===== src/rtl/subckt_bist_pkg.sv =====
// Shared definitions for the subcircuit pattern driver.
//   - bist_state_e : run-control FSM states
//   - Def*         : default LFSR/MISR polynomials and LFSR seed
//   - lfsr_step()  : one Galois LFSR shift (right-shifting, feedback on lsb)
//   - misr_step()  : one MISR compaction step of a single response bit
// Both step functions work on a 64-bit container so that callers of any width up to 64 can
// share them; callers size-cast arguments in and results out.
package subckt_bist_pkg;

  typedef enum logic [1:0] {
    StIdle,
    StDrive,
    StFlush,
    StDone
  } bist_state_e;

  localparam logic [15:0] DefLfsrPoly = 16'hB400;
  localparam logic [15:0] DefLfsrSeed = 16'hACE1;
  localparam logic [15:0] DefMisrPoly = 16'h1021;

  // Galois step: shift right, fold the polynomial in when the bit shifted out was 1.
  // Upper container bits must be zero on entry; they stay zero as long as poly fits the width.
  function automatic logic [63:0] lfsr_step(input logic [63:0] state, input logic [63:0] poly);
    logic [63:0] shifted;
    shifted = state >> 1;
    return state[0] ? (shifted ^ poly) : shifted;
  endfunction

  // MISR step for a width-bit register: shift left, fold poly on the outgoing msb, xor data in.
  function automatic logic [63:0] misr_step(input logic [63:0]  state,
                                            input logic [63:0]  poly,
                                            input int unsigned  width,
                                            input logic         data);
    logic [63:0] msb_vec;
    logic [63:0] mask;
    logic [63:0] next;
    msb_vec = state >> (width - 1);
    mask    = (64'd1 << width) - 64'd1;
    next    = (state << 1) ^ (msb_vec[0] ? poly : 64'd0) ^ {63'd0, data};
    return next & mask;
  endfunction

endpackage


===== src/rtl/bist_misr.sv =====
// Multiple-input signature register compacting one response bit per enabled cycle.
//   clk_i   : rising-edge clock
//   rst_ni  : synchronous active-low reset, clears the signature
//   clr_i   : synchronous clear (wins over en_i)
//   en_i    : compact data_i this cycle
//   data_i  : response bit
//   sig_o   : current signature
module bist_misr
  import subckt_bist_pkg::*;
#(
  parameter int unsigned        Width = 16,
  parameter logic [Width-1:0]   Poly  = DefMisrPoly
) (
  input  logic             clk_i,
  input  logic             rst_ni,
  input  logic             clr_i,
  input  logic             en_i,
  input  logic             data_i,
  output logic [Width-1:0] sig_o
);

  logic [Width-1:0] sig_q;
  logic [Width-1:0] sig_d;

  always_comb begin
    sig_d = sig_q;
    if (clr_i) begin
      sig_d = '0;
    end else if (en_i) begin
      sig_d = Width'(misr_step(64'(sig_q), 64'(Poly), Width, data_i));
    end
  end

  always_ff @(posedge clk_i) begin
    if (!rst_ni) begin
      sig_q <= '0;
    end else begin
      sig_q <= sig_d;
    end
  end

  assign sig_o = sig_q;

endmodule


===== src/rtl/subckt_pattern_driver.sv =====
// Built-in stimulus/response engine for one trojan-detection subcircuit.
// Drives LFSR patterns onto the subcircuit inputs, compacts the delayed single-bit response
// into a MISR and compares the final signature against a golden value.
//   I1294_clk   : rising-edge clock
//   I1301_rst   : synchronous active-low reset (aborts any run)
//   start       : one-cycle run request, honoured only in IDLE or DONE
//   golden      : expected signature, sampled as FLUSH ends
//   resp_in     : subcircuit output bit
//   pattern_out : registered stimulus to the subcircuit inputs
//   busy        : high while driving or flushing
//   done        : high in DONE until the next start or reset
//   pass        : signature == golden, latched on DONE entry
//   signature   : current MISR value
//
// Timing: a start sampled at edge t is registered first (reseed + MISR clear at t); DRIVE
// begins at edge t+1, so pattern k is on pattern_out after edge t+1+k and its response is
// compacted at edge t+1+k+LATENCY. DONE is entered at edge t+1+N_PATTERNS+LATENCY.
module subckt_pattern_driver
  import subckt_bist_pkg::*;
#(
  parameter int unsigned         N_IN       = 3,
  parameter int unsigned         LFSR_W     = 16,
  parameter logic [LFSR_W-1:0]   LFSR_POLY  = DefLfsrPoly,
  parameter logic [LFSR_W-1:0]   SEED       = DefLfsrSeed,
  parameter int unsigned         MISR_W     = 16,
  parameter logic [MISR_W-1:0]   MISR_POLY  = DefMisrPoly,
  parameter int unsigned         N_PATTERNS = 256,
  parameter int unsigned         LATENCY    = 6
) (
  input  logic              I1294_clk,
  input  logic              I1301_rst,
  input  logic              start,
  input  logic [MISR_W-1:0] golden,
  input  logic              resp_in,
  output logic [N_IN-1:0]   pattern_out,
  output logic              busy,
  output logic              done,
  output logic              pass,
  output logic [MISR_W-1:0] signature
);

  localparam int unsigned CntW   = $clog2(N_PATTERNS + 1);
  localparam int unsigned FlushW = $clog2(LATENCY + 1);
  // An all-zero seed would lock the LFSR.
  localparam logic [LFSR_W-1:0] SeedEff = (SEED == '0) ? LFSR_W'(1) : SEED;

  bist_state_e        state_q, state_d;
  logic [LFSR_W-1:0]  lfsr_q, lfsr_d;
  logic [CntW-1:0]    cnt_q, cnt_d;
  logic [FlushW-1:0]  flush_q, flush_d;
  logic [N_IN-1:0]    pattern_out_q, pattern_out_d;
  logic               pass_q, pass_d;
  logic               start_q, start_d;
  logic [LATENCY-1:0] line_q, line_d;

  logic [LFSR_W-1:0]  lfsr_next;
  logic               start_ok;
  logic               misr_clr;
  logic               misr_en;

  assign lfsr_next = LFSR_W'(lfsr_step(64'(lfsr_q), 64'(LFSR_POLY)));

  // A start already pending in start_q blocks a second one during the hand-off cycle.
  assign start_ok = start && !start_q && ((state_q == StIdle) || (state_q == StDone));

  // Line output marks the cycle whose resp_in belongs to a driven pattern.
  assign misr_en = line_q[LATENCY-1];

  always_comb begin
    state_d       = state_q;
    lfsr_d        = lfsr_q;
    cnt_d         = cnt_q;
    flush_d       = flush_q;
    pattern_out_d = pattern_out_q;
    pass_d        = pass_q;
    start_d       = 1'b0;
    misr_clr      = 1'b0;

    if (start_ok) begin
      start_d  = 1'b1;
      lfsr_d   = SeedEff;
      misr_clr = 1'b1;
    end

    unique case (state_q)
      StIdle, StDone: begin
        if (start_q) begin
          state_d       = StDrive;
          pattern_out_d = lfsr_q[N_IN-1:0];
          lfsr_d        = lfsr_next;
          cnt_d         = '0;
        end
      end
      StDrive: begin
        cnt_d = cnt_q + CntW'(1);
        if (cnt_q == CntW'(N_PATTERNS - 1)) begin
          state_d       = StFlush;
          pattern_out_d = '0;
          flush_d       = '0;
        end else begin
          pattern_out_d = lfsr_q[N_IN-1:0];
          lfsr_d        = lfsr_next;
        end
      end
      StFlush: begin
        pattern_out_d = '0;
        if (flush_q == FlushW'(LATENCY - 1)) begin
          state_d = StDone;
          pass_d  = (signature == golden);
        end else begin
          flush_d = flush_q + FlushW'(1);
        end
      end
      default: begin
        state_d       = StIdle;
        pattern_out_d = '0;
      end
    endcase

    // Loaded on every edge that leaves the FSM in DRIVE, i.e. once per driven pattern.
    line_d = (line_q << 1) | LATENCY'(state_d == StDrive);
  end

  always_ff @(posedge I1294_clk) begin
    if (!I1301_rst) begin
      state_q       <= StIdle;
      lfsr_q        <= SeedEff;
      cnt_q         <= '0;
      flush_q       <= '0;
      pattern_out_q <= '0;
      pass_q        <= 1'b0;
      start_q       <= 1'b0;
      line_q        <= '0;
    end else begin
      state_q       <= state_d;
      lfsr_q        <= lfsr_d;
      cnt_q         <= cnt_d;
      flush_q       <= flush_d;
      pattern_out_q <= pattern_out_d;
      pass_q        <= pass_d;
      start_q       <= start_d;
      line_q        <= line_d;
    end
  end

  bist_misr #(
    .Width (MISR_W),
    .Poly  (MISR_POLY)
  ) u_misr (
    .clk_i  (I1294_clk),
    .rst_ni (I1301_rst),
    .clr_i  (misr_clr),
    .en_i   (misr_en),
    .data_i (resp_in),
    .sig_o  (signature)
  );

  assign pattern_out = pattern_out_q;
  assign busy        = (state_q == StDrive) || (state_q == StFlush);
  assign done        = (state_q == StDone);
  assign pass        = pass_q;

endmodule


===== config.mk =====
export PLATFORM = sky130hd
export DESIGN_NAME = subckt_pattern_driver
export DESIGN_NICKNAME = d
export VERILOG_FILES = /design/src/rtl/subckt_bist_pkg.sv /design/src/rtl/bist_misr.sv /design/src/rtl/subckt_pattern_driver.sv
export SDC_FILE = /design/constraint.sdc
export NUM_CORES = 1
export LEC_CHECK = 0
export ABC_AREA = 0
export CORE_ASPECT_RATIO = 1.2
export CORE_MARGIN = 2
export CORE_UTILIZATION = 47
export CTS_BUF_LIST = sky130_fd_sc_hd__clkbuf_4 sky130_fd_sc_hd__clkbuf_8 sky130_fd_sc_hd__clkbuf_16
export CTS_CLUSTER_DIAMETER = 60
export DETAILED_ROUTE_END_ITERATION = 8
export GPL_TIMING_DRIVEN = 0
export PLACE_DENSITY = 0.75
export SYNTH_ARGS = -nofsm -noshare
export SYNTH_HDL_FRONTEND = slang
export SYNTH_SLANG_ARGS = --single-unit

===== constraint.sdc =====
create_clock -name I1294_clk -period 1.9 [get_ports I1294_clk]
set_input_delay 0.38 -clock I1294_clk [delete_from_list [all_inputs] [get_ports I1294_clk]]
set_output_delay 0.38 -clock I1294_clk [all_outputs]
set_load 0.005 [all_outputs]

==> results.ini <==
[drt]
wl_met2_mm=2.64
met1Wirelength_mm=2.44
post-route-drc-count=0
viasPerCell=5.34
wl_met3_um=322
top_layer_used=met4
routed_wl_mm=5.51
antenna_left=0
vias=2052
drt_first_pass_iters=4
wire_per_inst_um=14.3
drt-initial-drc-count=109

[clocking]
cts.clk_slew.worst_paths_ns=0.06
cts-root-buf=clkbuf_8
cts.sinks=57
cts_buffer_depth=2
clock_latency_ns=0.33
tritoncts=yes
cts_buffers=9
htreeDepth=3

[logic_synthesis]
synthFlopType=dfxtp_1
yosysSeqAreaShare=0.459
synth_edf_count=0
synthesis.nets=290
async_reset_ff_frac=0
synth.cell_area_mm2=0.00249
synth_cell_types=44
yosysWarningCount=0
ys_seq_elements=57
syn_area_per_cell_um2=9.49
postSynthCellCount=262

[worst_setup_path]
r2r_end=lfsr_q[11]
crit_family=simple AND/OR/NAND/NOR gates
ff2ff_setup_slack_ns=0.04
crit_slowest_cell=or3_4
crit_type=reg -> reg
crit_buf_inv=0
crit_top_cell=ha_4
cp.required_ns=2.11
cp-start-kind=flip-flop
cp-end-kind=flip-flop
r2r_start=cnt_q[0]
cp.arrival_ns=2.07
crit_path_max_fanout=6
reg2regPathDepth=7
cpPeakStageDelay_ns=0.42
crit_chain=ha_4 > nand3_2 > nor2_4 > ha_4 > and2_4 > or3_4 > a221o_1

[placement]
dp_cells=365
io_buffers=41
placed_cell_area_mm2=0.00297
hpwl_mm=3.61
gp_congestion=0.792

[timing]
max_slew.worst_pin.slew_ns=0.513
period_minus_slack_ns=1.86
min_period_over_period=0.981
final_hold_viol_count=0
relSlewSlack=0.651
max_freq_mhz=536
finClkSkew_ns=0.00852
slew_viol_final=0
setup_viol=0
setup_tns_ns=0

[die]
die_height_um=83.7
ios=42
coreArea_mm2=0.00519
die_w_um=70.4
rows=29
start_util=0.479
die_area_mm2=0.00589

[finish]
drive_gt1_frac=0.149
num-fill-cells=444
final_cell_mix=dfxtp_1 (53), clkdlybuf4s50_1 (40), nor2_1 (35)
nNetsFinal=346
area_growth_pct=33.5
multi_input_area_mm2=0.00133
antennaDiodeCount=0
stdcell_area_mm2=0.00332
fin_cells=384
fin_util=0.639
final_common_cell=dfxtp_1
seqCellArea_mm2=0.00115

[status]
status=finished clean

[worst_hold_path]
hold_path_end=line_q[5]
hold_start=line_q[4]
hold_depth=1
min_path_type=reg -> reg

[global_route]
antenna_found_initial=0
grt_usage=0.190
grt_max_degree=11
grt_remaining_overflow=0
grt_pass1_vias=1852
grt_first_pass_wirelength_mm=8.76

[pwr]
power_leakage_nw=1.23
p_per_area_mw_per_mm2=815
p_total_mw=2.70
vdd_drop_max_uv=384

[job]
cap_violations=0

## report_power, final
| part | total, mW | leakage, nW | switching, mW | internal, mW |
|---|---|---|---|---|
| registers | 1.26 | 0.464 | 0.0255 | 1.23 |
| logic | 0.304 | 0.660 | 0.155 | 0.150 |
| clock network | 1.14 | 0.106 | 0.460 | 0.680 |
| total | 2.70 | 1.23 | 0.640 | 2.06 |
## metal layers
| metal | vias to the layer above | track usage |
|---|---|---|
| met5 | - | 0 |
| met4 | 0 | 0.0839 |
| met3 | 11 | 0.0676 |
| met2 | 62 | 0.303 |
| met1 | 970 | 0.228 |
| li1 | 1009 | - |
## flip-flops by register name (all words and copies together), names as in the netlist
register / count
flush_q: 3
line_q: 6
lfsr_q: 16
pattern_out: 3
u_misr.sig_o: 16
pass: 1
cnt_q: 9
start_q: 1
state_q: 2
## Yosys cell counts (2+ instances only)
cell type | number | area (um^2)
dfxtp_1 | 57 | 1140
nor2_1 | 36 | 135
xor2_1 | 19 | 166
nand2_1 | 16 | 60.1
mux2i_1 | 14 | 140
xnor2_1 | 10 | 87.6
ha_1 | 8 | 100
a22oi_1 | 7 | 52.6
and2_1 | 7 | 43.8
buf_2 | 7 | 35.0
inv_1 | 7 | 26.3
a21oi_1 | 6 | 30.0
o21ai_0 | 6 | 30.0
a221o_1 | 5 | 50.1
nand3_1 | 5 | 25.0
a211oi_1 | 4 | 30.0
nor2b_1 | 4 | 25.0
nor3_1 | 4 | 20.0
clkbuf_1 | 3 | 11.3
nand2b_1 | 3 | 18.8
nand4_1 | 3 | 18.8
nor4_1 | 3 | 18.8
a22o_1 | 2 | 17.5
nand3b_1 | 2 | 15.0
o21a_1 | 2 | 15.0
o21ai_1 | 2 | 10.0
or2_0 | 2 | 12.5
or3_1 | 2 | 12.5
## how the worst max path moves through the flow
stage,start,end,slack (ns),depth (start not counted)
after global placement,state_q[0],busy,-0.05,5
after global routing,cnt_q[0],lfsr_q[11],-0.01,7
after floorplan,cnt_q[0],lfsr_q[11],0.08,8
after CTS,cnt_q[1],lfsr_q[11],0.0004,8
final,cnt_q[0],lfsr_q[11],0.04,7
after detailed placement,state_q[0],busy,-0.06,5
## stage by stage
step | setup WS, ns | hold WS, ns
after floorplan | 0.0824 | 0.412
after global routing | -0.0143 | 0.457
final | 0.0360 | 0.437
after global placement | -0.0505 | 0.422
after detailed placement | -0.0644 | 0.418
after CTS | 0.000406 | 0.443
## repair_timing
item	in CTS	in global routing
buffers inserted	0	4
pin swaps	0	6
gates cloned	0	1
hold buffers	0	0
gates resized for setup	10	16
endpoints found under the hold margin	0	0
setup endpoints to repair	9	22
## final cells by class
| class | count | share of cell area |
|---|---|---|
| buffer | 12 | 0.0234 |
| clock buffer | 12 | 0.0479 |
| clock inverter | 3 | 0.0121 |
| inverter | 7 | 0.00792 |
| multi-input combinational | 185 | 0.399 |
| sequential | 57 | 0.346 |
| tap | 62 | 0.0234 |
| timing repair buffer | 46 | 0.140 |
## cells by family (layout without fill, tap and decap cells)
kind of cell | Yosys count | in the layout | share of synthesized area
buffers and inverters | 20 | 80 | 0.0382
XOR/XNOR | 29 | 29 | 0.102
AO/OA/AOI/OAI | 41 | 41 | 0.118
adder cells (fa/ha/maj) | 8 | 8 | 0.0403
flip-flops | 57 | 57 | 0.459
AND/OR/NAND/NOR | 92 | 92 | 0.181
multiplexers | 15 | 15 | 0.0619
No activity file was read; power rests on OpenSTA's default activity.
